==> src/rtl/codificador_prioridad_reg_if.sv <==
// Request/index bus for the registered priority encoder.
// The master side drives the active-low request lines, enable and ack.
// The slave side (the encoder) returns the index and the status flags.
interface codificador_prioridad_reg_if #(
    parameter int N = 16,
    parameter int W = 4
);
    logic         en;
    logic [N-1:0] a;
    logic         ack;
    logic [W-1:0] b;
    logic         valid;
    logic         busy;
    logic         mult;

    modport master (
        output en, a, ack,
        input  b, valid, busy, mult
    );

    modport slave (
        input  en, a, ack,
        output b, valid, busy, mult
    );
endinterface

==> src/rtl/codificador_prioridad_reg.sv <==
// Registered priority encoder for active-low request lines.
// Synchronises a[], captures the lowest-numbered active line into b and
// holds it behind a valid/ack handshake. After ack, it waits until every
// line is released before it can capture again.
// Optional feature: define ENC_MULTI_ERR_EN to flag captures where more
// than one line was active (mult). Without it, mult stays 0.
//
// state   | meaning
// --------+--------------------------------------------------------------
// IDLE    | waiting for an enabled request on the synchronised lines
// HOLD    | index captured, valid high, waiting for ack
// RELEASE | index consumed, waiting for all lines to go inactive
module codificador_prioridad_reg #(
    parameter int N           = 16,
    parameter int W           = 4,
    parameter int SYNC_STAGES = 2
) (
    input  logic                        clk,
    input  logic                        rst,
    codificador_prioridad_reg_if.slave  bus
);

    typedef enum logic [1:0] {
        IDLE    = 2'b00,
        HOLD    = 2'b01,
        RELEASE = 2'b10
    } state_t;

    logic [SYNC_STAGES-1:0][N-1:0] sync_q;
    logic [N-1:0]                  s;
    logic [W-1:0]                  enc_idx;
    logic                          any_req;
    logic                          all_free;
    logic                          multi;

    state_t     state_q, state_d;
    logic [W-1:0] b_q, b_d;
    logic       valid_q, valid_d;
    logic       mult_q, mult_d;

    // Synchroniser chain; resets to all ones so no line looks active.
    always_ff @(posedge clk or posedge rst) begin
        if (rst) begin
            sync_q <= '1;
        end else begin
            sync_q <= {sync_q[SYNC_STAGES-2:0], bus.a};
        end
    end

    assign s        = sync_q[SYNC_STAGES-1];
    assign any_req  = ~&s;
    assign all_free = &s;

    // Lowest-numbered active line wins; the descending loop lets it overwrite.
    always_comb begin
        enc_idx = '0;
        for (int i = N - 1; i >= 0; i--) begin
            if (!s[i]) begin
                enc_idx = W'(i);
            end
        end
    end

`ifdef ENC_MULTI_ERR_EN
    // Clearing the lowest active bit leaves something only if two or more were active.
    assign multi = |(~s & (~s - N'(1)));
`else
    assign multi = 1'b0;
`endif

    // Next-state and output-register decode; en=1 overrides everything except b.
    always_comb begin
        state_d = state_q;
        b_d     = b_q;
        valid_d = valid_q;
        mult_d  = mult_q;
        if (bus.en) begin
            state_d = IDLE;
            valid_d = 1'b0;
            mult_d  = 1'b0;
        end else begin
            case (state_q)
                IDLE: begin
                    valid_d = 1'b0;
                    mult_d  = 1'b0;
                    if (any_req) begin
                        b_d     = enc_idx;
                        valid_d = 1'b1;
                        mult_d  = multi;
                        state_d = HOLD;
                    end
                end
                HOLD: begin
                    valid_d = 1'b1;
                    if (bus.ack) begin
                        valid_d = 1'b0;
                        mult_d  = 1'b0;
                        state_d = RELEASE;
                    end
                end
                RELEASE: begin
                    valid_d = 1'b0;
                    mult_d  = 1'b0;
                    if (all_free) begin
                        state_d = IDLE;
                    end
                end
                default: begin
                    state_d = IDLE;
                    valid_d = 1'b0;
                    mult_d  = 1'b0;
                end
            endcase
        end
    end

    // State and output registers.
    always_ff @(posedge clk or posedge rst) begin
        if (rst) begin
            state_q <= IDLE;
            b_q     <= '0;
            valid_q <= 1'b0;
            mult_q  <= 1'b0;
        end else begin
            state_q <= state_d;
            b_q     <= b_d;
            valid_q <= valid_d;
            mult_q  <= mult_d;
        end
    end

    assign bus.b     = b_q;
    assign bus.valid = valid_q;
    assign bus.busy  = (state_q == HOLD) || (state_q == RELEASE);
    assign bus.mult  = mult_q;

endmodule

==> src/flat_wrapper.sv <==
// flat-port wrapper written by rule: the top's interface ports become plain ports
module codificador_prioridad_reg_flat 
#(
    parameter int N           = 16,
    parameter int W           = 4,
    parameter int SYNC_STAGES = 2
)
  (clk, rst, bus_en, bus_a, bus_ack, bus_b, bus_valid, bus_busy, bus_mult);
  codificador_prioridad_reg_if #(.N(N), .W(W)) bus_i ();
  input  logic clk;
  input  logic rst;
  input wire logic [$bits(bus_i.en)-1:0] bus_en;
  input wire logic [$bits(bus_i.a)-1:0] bus_a;
  input wire logic [$bits(bus_i.ack)-1:0] bus_ack;
  output wire logic [$bits(bus_i.b)-1:0] bus_b;
  output wire logic [$bits(bus_i.valid)-1:0] bus_valid;
  output wire logic [$bits(bus_i.busy)-1:0] bus_busy;
  output wire logic [$bits(bus_i.mult)-1:0] bus_mult;
  assign bus_i.en = bus_en;
  assign bus_i.a = bus_a;
  assign bus_i.ack = bus_ack;
  assign bus_b = bus_i.b;
  assign bus_valid = bus_i.valid;
  assign bus_busy = bus_i.busy;
  assign bus_mult = bus_i.mult;
  codificador_prioridad_reg #(.N(N), .W(W), .SYNC_STAGES(SYNC_STAGES)) u_core (.clk(clk), .rst(rst), .bus(bus_i));
endmodule
==> config.mk <==
export PLATFORM = sky130hd
export DESIGN_NAME = codificador_prioridad_reg_flat
export DESIGN_NICKNAME = d
export VERILOG_FILES = /design/src/rtl/codificador_prioridad_reg_if.sv /design/src/rtl/codificador_prioridad_reg.sv /design/src/flat_wrapper.sv
export SDC_FILE = /design/constraint.sdc
export NUM_CORES = 1
export LEC_CHECK = 0
export BUFFER_PORTS_ARGS = -buffer_cell sky130_fd_sc_hd__buf_2
export CELL_PAD_IN_SITES_DETAIL_PLACEMENT = 0
export CELL_PAD_IN_SITES_GLOBAL_PLACEMENT = 1
export CORE_ASPECT_RATIO = 2
export CORE_MARGIN = 4
export CORE_UTILIZATION = 46
export DETAILED_ROUTE_END_ITERATION = 12
export PLACE_DENSITY = 0.93
export REMOVE_ABC_BUFFERS = 1
export SYNTH_ARGS = -nofsm -noshare
export SYNTH_HDL_FRONTEND = slang
export SYNTH_SLANG_ARGS = --single-unit
==> constraint.sdc <==
create_clock -name clk -period 2.5 [get_ports clk]
set_input_delay 0.5 -clock clk [delete_from_list [all_inputs] [get_ports clk]]
set_output_delay 0.5 -clock clk [all_outputs]
set_load 0.05 [all_outputs]
==> impl_metrics.py, run 1 <==
metrics = {
    "outcome": {
        "status": "finished, final reports clean",
    },
    "layout": {
        "design_area_sq_um": 1650,
        "ff_latch_area_sq_um": 1020,
        "final_common_cell": "dfstp_2",
        "nets": 157,
        "layout-drive-gt1-share_pct": 52.2,
        "areaGrowthSynthToFinish_pct": 17.7,
        "n_fill_cell": 262,
        "multiInputGateArea_sq_um": 347,
        "num_antenna_cells": 0,
        "final_cell_mix": "32 x dfstp_2, 25 x buf_2, 9 x nor2_1",
    },
    "setup_path": {
        "crit_path_max_fanout": 4,
        "rrSetupSlack_ns": 0.80,
        "crit_type": "reg -> out",
        "cp-start-kind": "flop",
        "cp.arrival_ns": 1.34,
        "critPathTopFamily": "flip-flops",
        "crit_chain": "inv_1, ha_1, buf_2",
        "critPathMaxStageDelay_ns": 0.41,
        "required_ns": 2.00,
        "end_kind": "primary output",
        "slowest_stage": "dfrtp_1",
        "cp_num_buf_inv": 2,
    },
    "power_and_ir_drop": {
        "combPwrFrac_pct": 28.1,
        "p_total_w": 0.00163,
        "vdd_ir_drop_max_uv": 546,
        "p_switching_w": 0.000579,
        "power_density_nw_per_um2": 991,
        "power_leakage_nw": 0.748,
        "clockPowerShare_pct": 24.5,
        "p_int_w": 0.00105,
        "seqPwrFrac_pct": 47.4,
        "switching_share_pct": 35.5,
    },
    "sta": {
        "finClkSkew_ns": 0.00681,
        "rsz0062_at_grt": "no",
        "setup_ws_ns": 0.662,
        "setup_viol": 0,
        "whs_ns": 0.299,
        "clock.fmax_ghz": 0.544,
        "post-route-period-util_pct": 73.5,
        "drv_slew": 0,
        "tns_ns": 0,
        "report.final.hold_viol_count": 0,
        "period_needed_ns": 1.84,
    },
    "route": {
        "ant_nets": 0,
        "wl_per_cell_um": 13.4,
        "drt_iter0_markers": 8,
        "drc_errors": 0,
        "vias_per_cell": 5.17,
        "wl_mm": 2.19,
        "firstDrtPassIters": 2,
        "num_vias": 848,
    },
    "yosys": {
        "synth.top_cell.area_share_pct": 60.1,
        "syn-cell-area_sq_um": 1400,
        "yosys.area_share.xor_xnor_pct": 0,
        "synth_mux_area_share_pct": 0.715,
        "synth_fa_ha_area_share_pct": 3.57,
        "async_flop_share_pct": 100,
        "synth_edf_count": 0,
        "synth_top_family_by_area": "simple AND/OR/NAND/NOR gates",
        "synth-main-ff-cell": "dfstp_2",
        "synthSimpleGateAreaFrac_pct": 11.2,
        "synth_area_leader_cell": "dfstp_2",
        "synth-compound-area-share_pct": 9.03,
        "synth-warning-count": 0,
        "synthTopCellsByArea": "dfstp_2 60%, dfrtp_1 13%, ha_1 3.6%",
        "synth.distinct_cells": 27,
        "ys_ff_latch": 39,
        "syn_area_per_cell_sq_um": 13.9,
        "ys_seq_area_share_pct": 72.6,
        "synth_cells": 101,
    },
    "die": {
        "dieArea_sq_um": 4040,
        "initial_core_util_pct": 47.6,
        "core_sq_um": 2940,
        "die_h_um": 86.0,
        "die_w_um": 47.0,
        "num_rows": 28,
        "boundaryPins": 27,
    },
    "cts": {
        "cts.sinks": 39,
        "cts_tree": "done",
        "clock_latency_ns": 0.29,
        "numCtsBuffers": 5,
        "clockBufferDepth": 2,
        "clockRootBuffer": "clkbuf_8",
        "hold_buffers": 0,
        "htree_levels": 2,
        "cts_resized": 0,
        "clk_pin_slew_worst_paths_ns": 0.07,
        "post_cts_buffers": 0,
    },
    "placed_design": {
        "place_congestion": 0.691,
        "postPlaceCellArea_sq_um": 1560,
        "portBuffers": 25,
        "pre_cts_ws_ns": 0.821,
        "place_hpwl_mm": 1.68,
    },
    "grt": {
        "grt_pass1_wl_mm": 3.71,
        "grt.overflow.total": 0,
        "grt_max_degree": 40,
        "grt_pass1_vias": 946,
        "grtUsageTotal_pct": 12.7,
        "antenna_found_initial": 0,
    },
    "hold_path": {
        "hold_class": "in -> async",
    },
    "job": {
        "cap_viol_max_count": 0,
    },
}
-- per-layer routing --
metal  global-route usage (%)  routed length (um)  up-vias
met5                        0                   0        -
met4                     6.80                  72        0
met3                     3.99                 162        9
met2                     22.7                1260       31
met1                     11.7                 698      408
li1                         -                   -      400
-- stage by stage --
stage,cells,utilization (%)
after CTS,164,56.0
after global placement,156,53.1
final,164,56.0
after floorplan,100,-
after detailed placement,156,53.1
after global routing,164,56.0
-- path summary, 6_finish.rpt --
kind | from | to | cells past startpoint
worst min-delay path | rst | u_core.bus.valid$_DFF_PP0_ | 3
worst max-delay path | u_core.state_q[0]$_DFFE_PP0P_ | bus_busy | 3
max in group asynchronous | rst | u_core.sync_q[13]$_DFF_PP1_ | 3
min in group clk | bus_a[8] | u_core.sync_q[8]$_DFF_PP1_ | 1
worst max register to register | u_core.s[0]$_DFF_PP1_ | u_core.state_q[0]$_DFFE_PP0P_ | 5
worst min register to register | u_core.sync_q[1]$_DFF_PP1_ | u_core.s[1]$_DFF_PP1_ | 0
-- Yosys cell counts (2+ instances only) --
library cell / instances
dfstp_2: 32
nor2_1: 9
inv_1: 8
dfrtp_1: 7
nand2_1: 6
o21ai_0: 5
ha_1: 4
nand2b_1: 4
a21oi_1: 3
nand4_1: 3
a31oi_1: 2
nand3_1: 2
o22a_1: 2
-- area by class of cell --
cell class / count / share of cell area (%)
Inverter: 8 / 1.82
Sequential cell: 39 / 61.7
Clock buffer: 6 / 4.40
Tap cell: 30 / 2.28
Timing Repair Buffer: 26 / 8.05
Clock inverter: 2 / 0.759
Multi-Input combinational cell: 53 / 21.0
-- tightest hold or removal path: stages --
cell   delay [ns]
buf_2        0.10
inv_1        0.04
buf_4        0.39
-- power groups by stage --
stage          logic (W)  registers (W)  clock network (W)
2_1_floorplan   0.000226       0.000911                  0
3_3_place_gp    0.000445       0.000780                  0
3_5_place_dp    0.000460       0.000787                  0
4_1_cts         0.000464       0.000776           0.000415
5_1_grt         0.000497       0.000785           0.000441
6_report        0.000458       0.000775           0.000400
-- state kept, by name (all words and copies together) (netlist names) --
register	count
u_core.state_q	2
u_core.s	16
u_core.bus.valid	1
u_core.bus.b	4
u_core.sync_q	16
-- kinds of logic (layout without fill, tap and decap cells) --
kind of cell | Yosys count | after routing
flops | 39 | 39
compound gates | 19 | 19
fa+ha+maj | 4 | 4
other cells | 1 | 1
mux | 1 | 1
simple gates | 28 | 28
buf+inv | 9 | 42
Note: power is estimated with default switching activity, not from simulation.
==> run 2, diff against run 1 <==
Settings changed: CORE_UTILIZATION 46 to 38, PLACE_DENSITY 0.93 to 0.84.
Clock period 2.5 ns to 1.53 ns, I/O delays scaled along.
==> impl_metrics.py, run 2 (same netlist as run 1, synthesis figures left out) <==
metrics = {
    "outcome": {
        "status": "complete, but fails checks",
        "violations": "setup timing",
    },
    "grt": {
        "grt_pass1_wl_mm": 4.06,
        "grt_pass1_vias": 1013,
        "antenna_found_initial": 0,
        "grtUsageTotal_pct": 11.3,
        "grt_max_degree": 27,
        "grt.overflow.total": 0,
    },
    "route": {
        "firstDrtPassIters": 4,
        "drt_iter0_markers": 9,
        "wl_per_cell_um": 11.6,
        "num_vias": 910,
        "drc_errors": 0,
        "wl_mm": 2.33,
        "vias_per_cell": 4.53,
        "ant_nets": 0,
    },
    "layout": {
        "final_cell_mix": "32 x dfstp_2, 24 x buf_2, 19 x buf_4",
        "final_common_cell": "dfstp_2",
        "num_antenna_cells": 0,
        "utilization_pct": 51.0,
        "layout-drive-gt1-share_pct": 62.5,
        "n_fill_cell": 318,
        "nets": 175,
        "areaGrowthSynthToFinish_pct": 31.5,
    },
    "power_and_ir_drop": {
        "power_density_nw_per_um2": 1560,
        "power_leakage_nw": 0.837,
        "vdd_ir_drop_max_uv": 1170,
    },
    "cts": {
        "hold_buffers": 0,
        "htree_levels": 2,
        "cts_tree": "done",
        "clockRootBuffer": "clkbuf_8",
        "clk_pin_slew_worst_paths_ns": 0.08,
        "numCtsBuffers": 5,
        "cts.sinks": 39,
        "clockBufferDepth": 2,
        "clock_latency_ns": 0.28,
    },
    "job": {
        "cap_viol_max_count": 0,
    },
    "setup_path": {
        "crit_type": "reg -> reg",
        "crit_path_max_fanout": 4,
        "critPathMaxStageDelay_ns": 0.55,
        "cp_num_buf_inv": 0,
        "critPathTopFamily": "simple AND/OR/NAND/NOR gates",
        "crit_chain": "nand4_1, nor4_4, o21ai_2, a21oi_2, mux2i_1",
        "rrSetupSlack_ns": -0.11,
        "slowest_stage": "dfstp_2",
        "end_kind": "flop",
        "cp.arrival_ns": 1.85,
        "cp-start-kind": "flop",
        "required_ns": 1.74,
    },
    "sta": {
        "report.final.hold_viol_count": 0,
        "period_needed_ns": 1.64,
        "post-route-period-util_pct": 107,
        "clock.fmax_ghz": 0.608,
        "drv_slew": 0,
        "setup_viol": 5,
        "finClkSkew_ns": 0.00459,
        "setup_ws_ns": -0.114,
        "rsz0062_at_grt": "yes",
        "whs_ns": 0.0219,
    },
    "hold_path": {
        "hold_class": "in -> async",
    },
    "die": {
        "initial_core_util_pct": 38.8,
        "die_w_um": 50.9,
        "boundaryPins": 27,
        "die_h_um": 93.8,
        "num_rows": 31,
        "dieArea_sq_um": 4780,
        "core_sq_um": 3610,
    },
    "placed_design": {
        "portBuffers": 25,
        "place_hpwl_mm": 1.76,
        "place_congestion": 0.738,
    },
}
-- run 2: per-stage QoR --
stage | worst slack (ns) | setup TNS (ns) | instances | cell area [sq um] | total power, W
2_1_floorplan | -0.00586 | -0.00586 | 100 | 1390 | 0.00186
3_3_place_gp | -0.00160 | -0.00160 | 189 | 1690 | 0.00203
3_5_place_dp | -0.0903 | -0.177 | 189 | 1690 | 0.00208
4_1_cts | -0.113 | -0.247 | 197 | 1800 | 0.00284
5_1_grt | -0.214 | -0.872 | 201 | 1840 | 0.00303
6_report | -0.114 | -0.342 | 201 | 1840 | 0.00287
-- run 2: per-layer routing --
layer  vias to the layer above  GRT usage (%)  share of wire [%]
li1                        441              -                  -
met1                       429           10.4                 32
met2                        35           22.2                 60
met3                         5           2.86                6.3
met4                         0           4.72                2.0
met5                         -              0                  0
-- run 2: path summary, 6_finish.rpt --
path | end | from | cells past startpoint
setup / recovery | u_core.state_q[1]$_DFFE_PP0P_ | u_core.s[5]$_DFF_PP1_ | 5
hold / removal | u_core.state_q[0]$_DFFE_PP0P_ | rst | 3
setup reg to reg | u_core.state_q[1]$_DFFE_PP0P_ | u_core.s[5]$_DFF_PP1_ | 5
hold reg to reg | u_core.s[15]$_DFF_PP1_ | u_core.sync_q[15]$_DFF_PP1_ | 0
max in group asynchronous | u_core.sync_q[12]$_DFF_PP1_ | rst | 3
min in group clk | u_core.sync_q[6]$_DFF_PP1_ | bus_a[6] | 1
-- run 2: what timing repair did --
action / 4_1_cts / 5_1_grt
endpoints found under the setup margin: 5 / 6
setup buffers: 0 / 4
resized for setup: 4 / 6
pin swaps: 1 / 5
-- run 2: worst min-delay path: stages --
cell   delay, ns
buf_2       0.09
inv_1       0.06
buf_4       0.20
-- run 2: where the power goes --
group          total (W)  switching [W]  internal [W]
Sequential       0.00126      0.0000690       0.00119
Combinational   0.000943       0.000597      0.000346
Clock           0.000662       0.000346      0.000317
-- run 2: cell type report --
| cell class | count | area, sq um | area share (%) |
|---|---|---|---|
| clock buffer | 5 | 68.8 | 3.74 |
| tap | 49 | 61.3 | 3.33 |
| multi-input combinational | 53 | 370 | 20.1 |
| timing repair buffer | 44 | 274 | 14.9 |
| clock inverter | 3 | 20.0 | 1.09 |
| inverter | 8 | 30.0 | 1.63 |
| sequential | 39 | 1020 | 55.2 |
==> run 3, diff against run 2 <==
Settings changed: CORE_UTILIZATION 38 to 43, PLACE_DENSITY 0.84 to 0.89.
Clock period 1.53 ns to 1.71 ns, I/O delays scaled along.
==> impl_metrics.py, run 3 (same netlist as run 1, synthesis figures left out) <==
metrics = {
    "layout": {
        "final_cell_mix": "32 x dfstp_2, 24 x buf_2, 8 x inv_1, 8 x nor2_1",
        "layout-drive-gt1-share_pct": 55.0,
        "areaGrowthSynthToFinish_pct": 22.0,
        "utilization_pct": 54.1,
        "finalNonFillerCells": 171,
        "final_common_cell": "dfstp_2",
        "design_area_sq_um": 1710,
        "num_antenna_cells": 0,
        "nets": 163,
    },
    "setup_path": {
        "crit_path_max_fanout": 4,
        "slowest_stage": "dfrtp_1",
        "critPathMaxStageDelay_ns": 0.41,
        "cp.arrival_ns": 1.31,
        "required_ns": 1.37,
        "crit_start": "u_core.state_q[0]$_DFFE_PP0P_",
        "crit_end": "bus_busy",
        "crit_type": "reg -> out",
        "reg2reg_from": "u_core.s[12]$_DFF_PP1_",
        "reg2reg_to": "u_core.state_q[1]$_DFFE_PP0P_",
        "rrSetupSlack_ns": 0.08,
        "crit_chain": "inv_1, ha_1, clkbuf_4",
        "r2r_cells": 5,
        "cp-start-kind": "flop",
        "end_kind": "primary output",
    },
    "sta": {
        "clock.fmax_ghz": 0.605,
        "setup_viol": 0,
        "report.final.hold_viol_count": 0,
        "finClkSkew_ns": 0.00504,
        "post-route-period-util_pct": 96.6,
        "drv_slew": 0,
        "period_needed_ns": 1.65,
        "tns_ns": 0,
    },
    "power_and_ir_drop": {
        "combPwrFrac_pct": 28.8,
        "vdd_ir_drop_max_uv": 856,
        "power_leakage_nw": 0.775,
        "p_int_w": 0.00156,
        "p_total_w": 0.00241,
        "p_switching_w": 0.000853,
        "power_density_nw_per_um2": 1410,
        "seqPwrFrac_pct": 47.0,
        "switching_share_pct": 35.4,
        "clockPowerShare_pct": 24.2,
    },
    "grt": {
        "grt_pass1_vias": 916,
        "grtUsageMet3_pct": 3.04,
        "grt_use_met2_pct": 21.9,
        "grt_use_met1_pct": 11.1,
        "grtUsageTotal_pct": 12.2,
        "grt_pass1_wl_mm": 3.90,
        "grt-busiest-layer": "met2",
        "grt_max_degree": 40,
        "grt.overflow.total": 0,
        "antenna_found_initial": 0,
    },
    "cts": {
        "numCtsBuffers": 5,
        "clock_latency_ns": 0.29,
        "htree_levels": 2,
        "clockRootBuffer": "clkbuf_8",
        "clk_pin_slew_worst_paths_ns": 0.07,
        "clockBufferDepth": 2,
        "cts_tree": "done",
        "hold_buffers": 0,
        "cts.sinks": 39,
    },
    "die": {
        "die_h_um": 88.7,
        "core_sq_um": 3160,
        "boundaryPins": 27,
        "num_rows": 29,
        "initial_core_util_pct": 44.4,
        "dieArea_sq_um": 4290,
        "die_w_um": 48.4,
    },
    "route": {
        "drc_errors": 0,
        "firstDrtPassIters": 5,
        "wl_per_cell_um": 13.4,
        "num_vias": 883,
        "wl_mm": 2.29,
        "drt_iter0_markers": 15,
        "vias_per_cell": 5.16,
        "ant_nets": 0,
    },
    "placed_design": {
        "postPlaceCellArea_sq_um": 1560,
        "place_congestion": 0.739,
        "place_hpwl_mm": 1.62,
        "dp_cells": 157,
        "portBuffers": 25,
    },
    "outcome": {
        "status": "finished, final reports clean",
    },
    "hold_path": {
        "hold_class": "in -> async",
    },
    "job": {
        "cap_viol_max_count": 0,
    },
}
-- run 3: area by class of cell --
| class | instances | area [sq um] |
|---|---|---|
| inverter | 8 | 30.0 |
| clock buffer | 6 | 72.6 |
| clock inverter | 2 | 12.5 |
| timing repair buffer | 32 | 180 |
| multi-input combinational | 53 | 358 |
| tap | 31 | 38.8 |
| fill | 272 | 1450 |
| sequential | 39 | 1020 |
-- run 3: through the flow --
step           setup WS (ns)  hold WS, ns
4_1_cts              0.00195        0.138
2_1_floorplan          0.174        0.345
6_report              0.0582        0.142
3_3_place_gp           0.106        0.346
5_1_grt              -0.0266        0.129
3_5_place_dp          0.0118        0.347
-- run 3: worst min-delay path by stage --
| stage | to | slack, ns | depth (start not counted) |
|---|---|---|---|
| finish | u_core.state_q[0]$_DFFE_PP0P_ | 0.14 | 3 |
| global route | u_core.sync_q[15]$_DFF_PP1_ | 0.13 | 1 |
| CTS | u_core.state_q[1]$_DFFE_PP0P_ | 0.14 | 3 |
| detailed placement | u_core.s[13]$_DFF_PP1_ | 0.35 | 0 |
| global placement | u_core.s[10]$_DFF_PP1_ | 0.35 | 0 |
| floorplan | u_core.s[0]$_DFF_PP1_ | 0.35 | 0 |
-- run 3: what timing repair did --
action / in CTS / in global routing
hold endpoints to repair: 0 / 0
setup endpoints to repair: 2 / 5
buffers inserted: 1 / 5
gates resized for setup: 0 / 4
pin swaps: 2 / 6
-- run 3: critical path: cells and delay by family (launching register included) --
family | cells | cell delay [ns]
DFF | 1 | 0.41
buffers and inverters | 2 | 0.31
adders and majority gates | 1 | 0.30
-- run 3: power groups by stage --
stage / sequential [W] / clock (W) / combinational [W]
3_5_place_dp: 0.00115 / 0 / 0.000676
5_1_grt: 0.00115 / 0.000658 / 0.000770
4_1_cts: 0.00113 / 0.000613 / 0.000684
2_1_floorplan: 0.00133 / 0 / 0.000330
3_3_place_gp: 0.00114 / 0 / 0.000649
6_report: 0.00113 / 0.000584 / 0.000695
-- run 3: routing by layer --
metal / up-vias / share of wire, %
li1: 411 / -
met1: 421 / 34
met2: 40 / 53
met3: 11 / 7.6
met4: 0 / 5.5
met5: - / 0
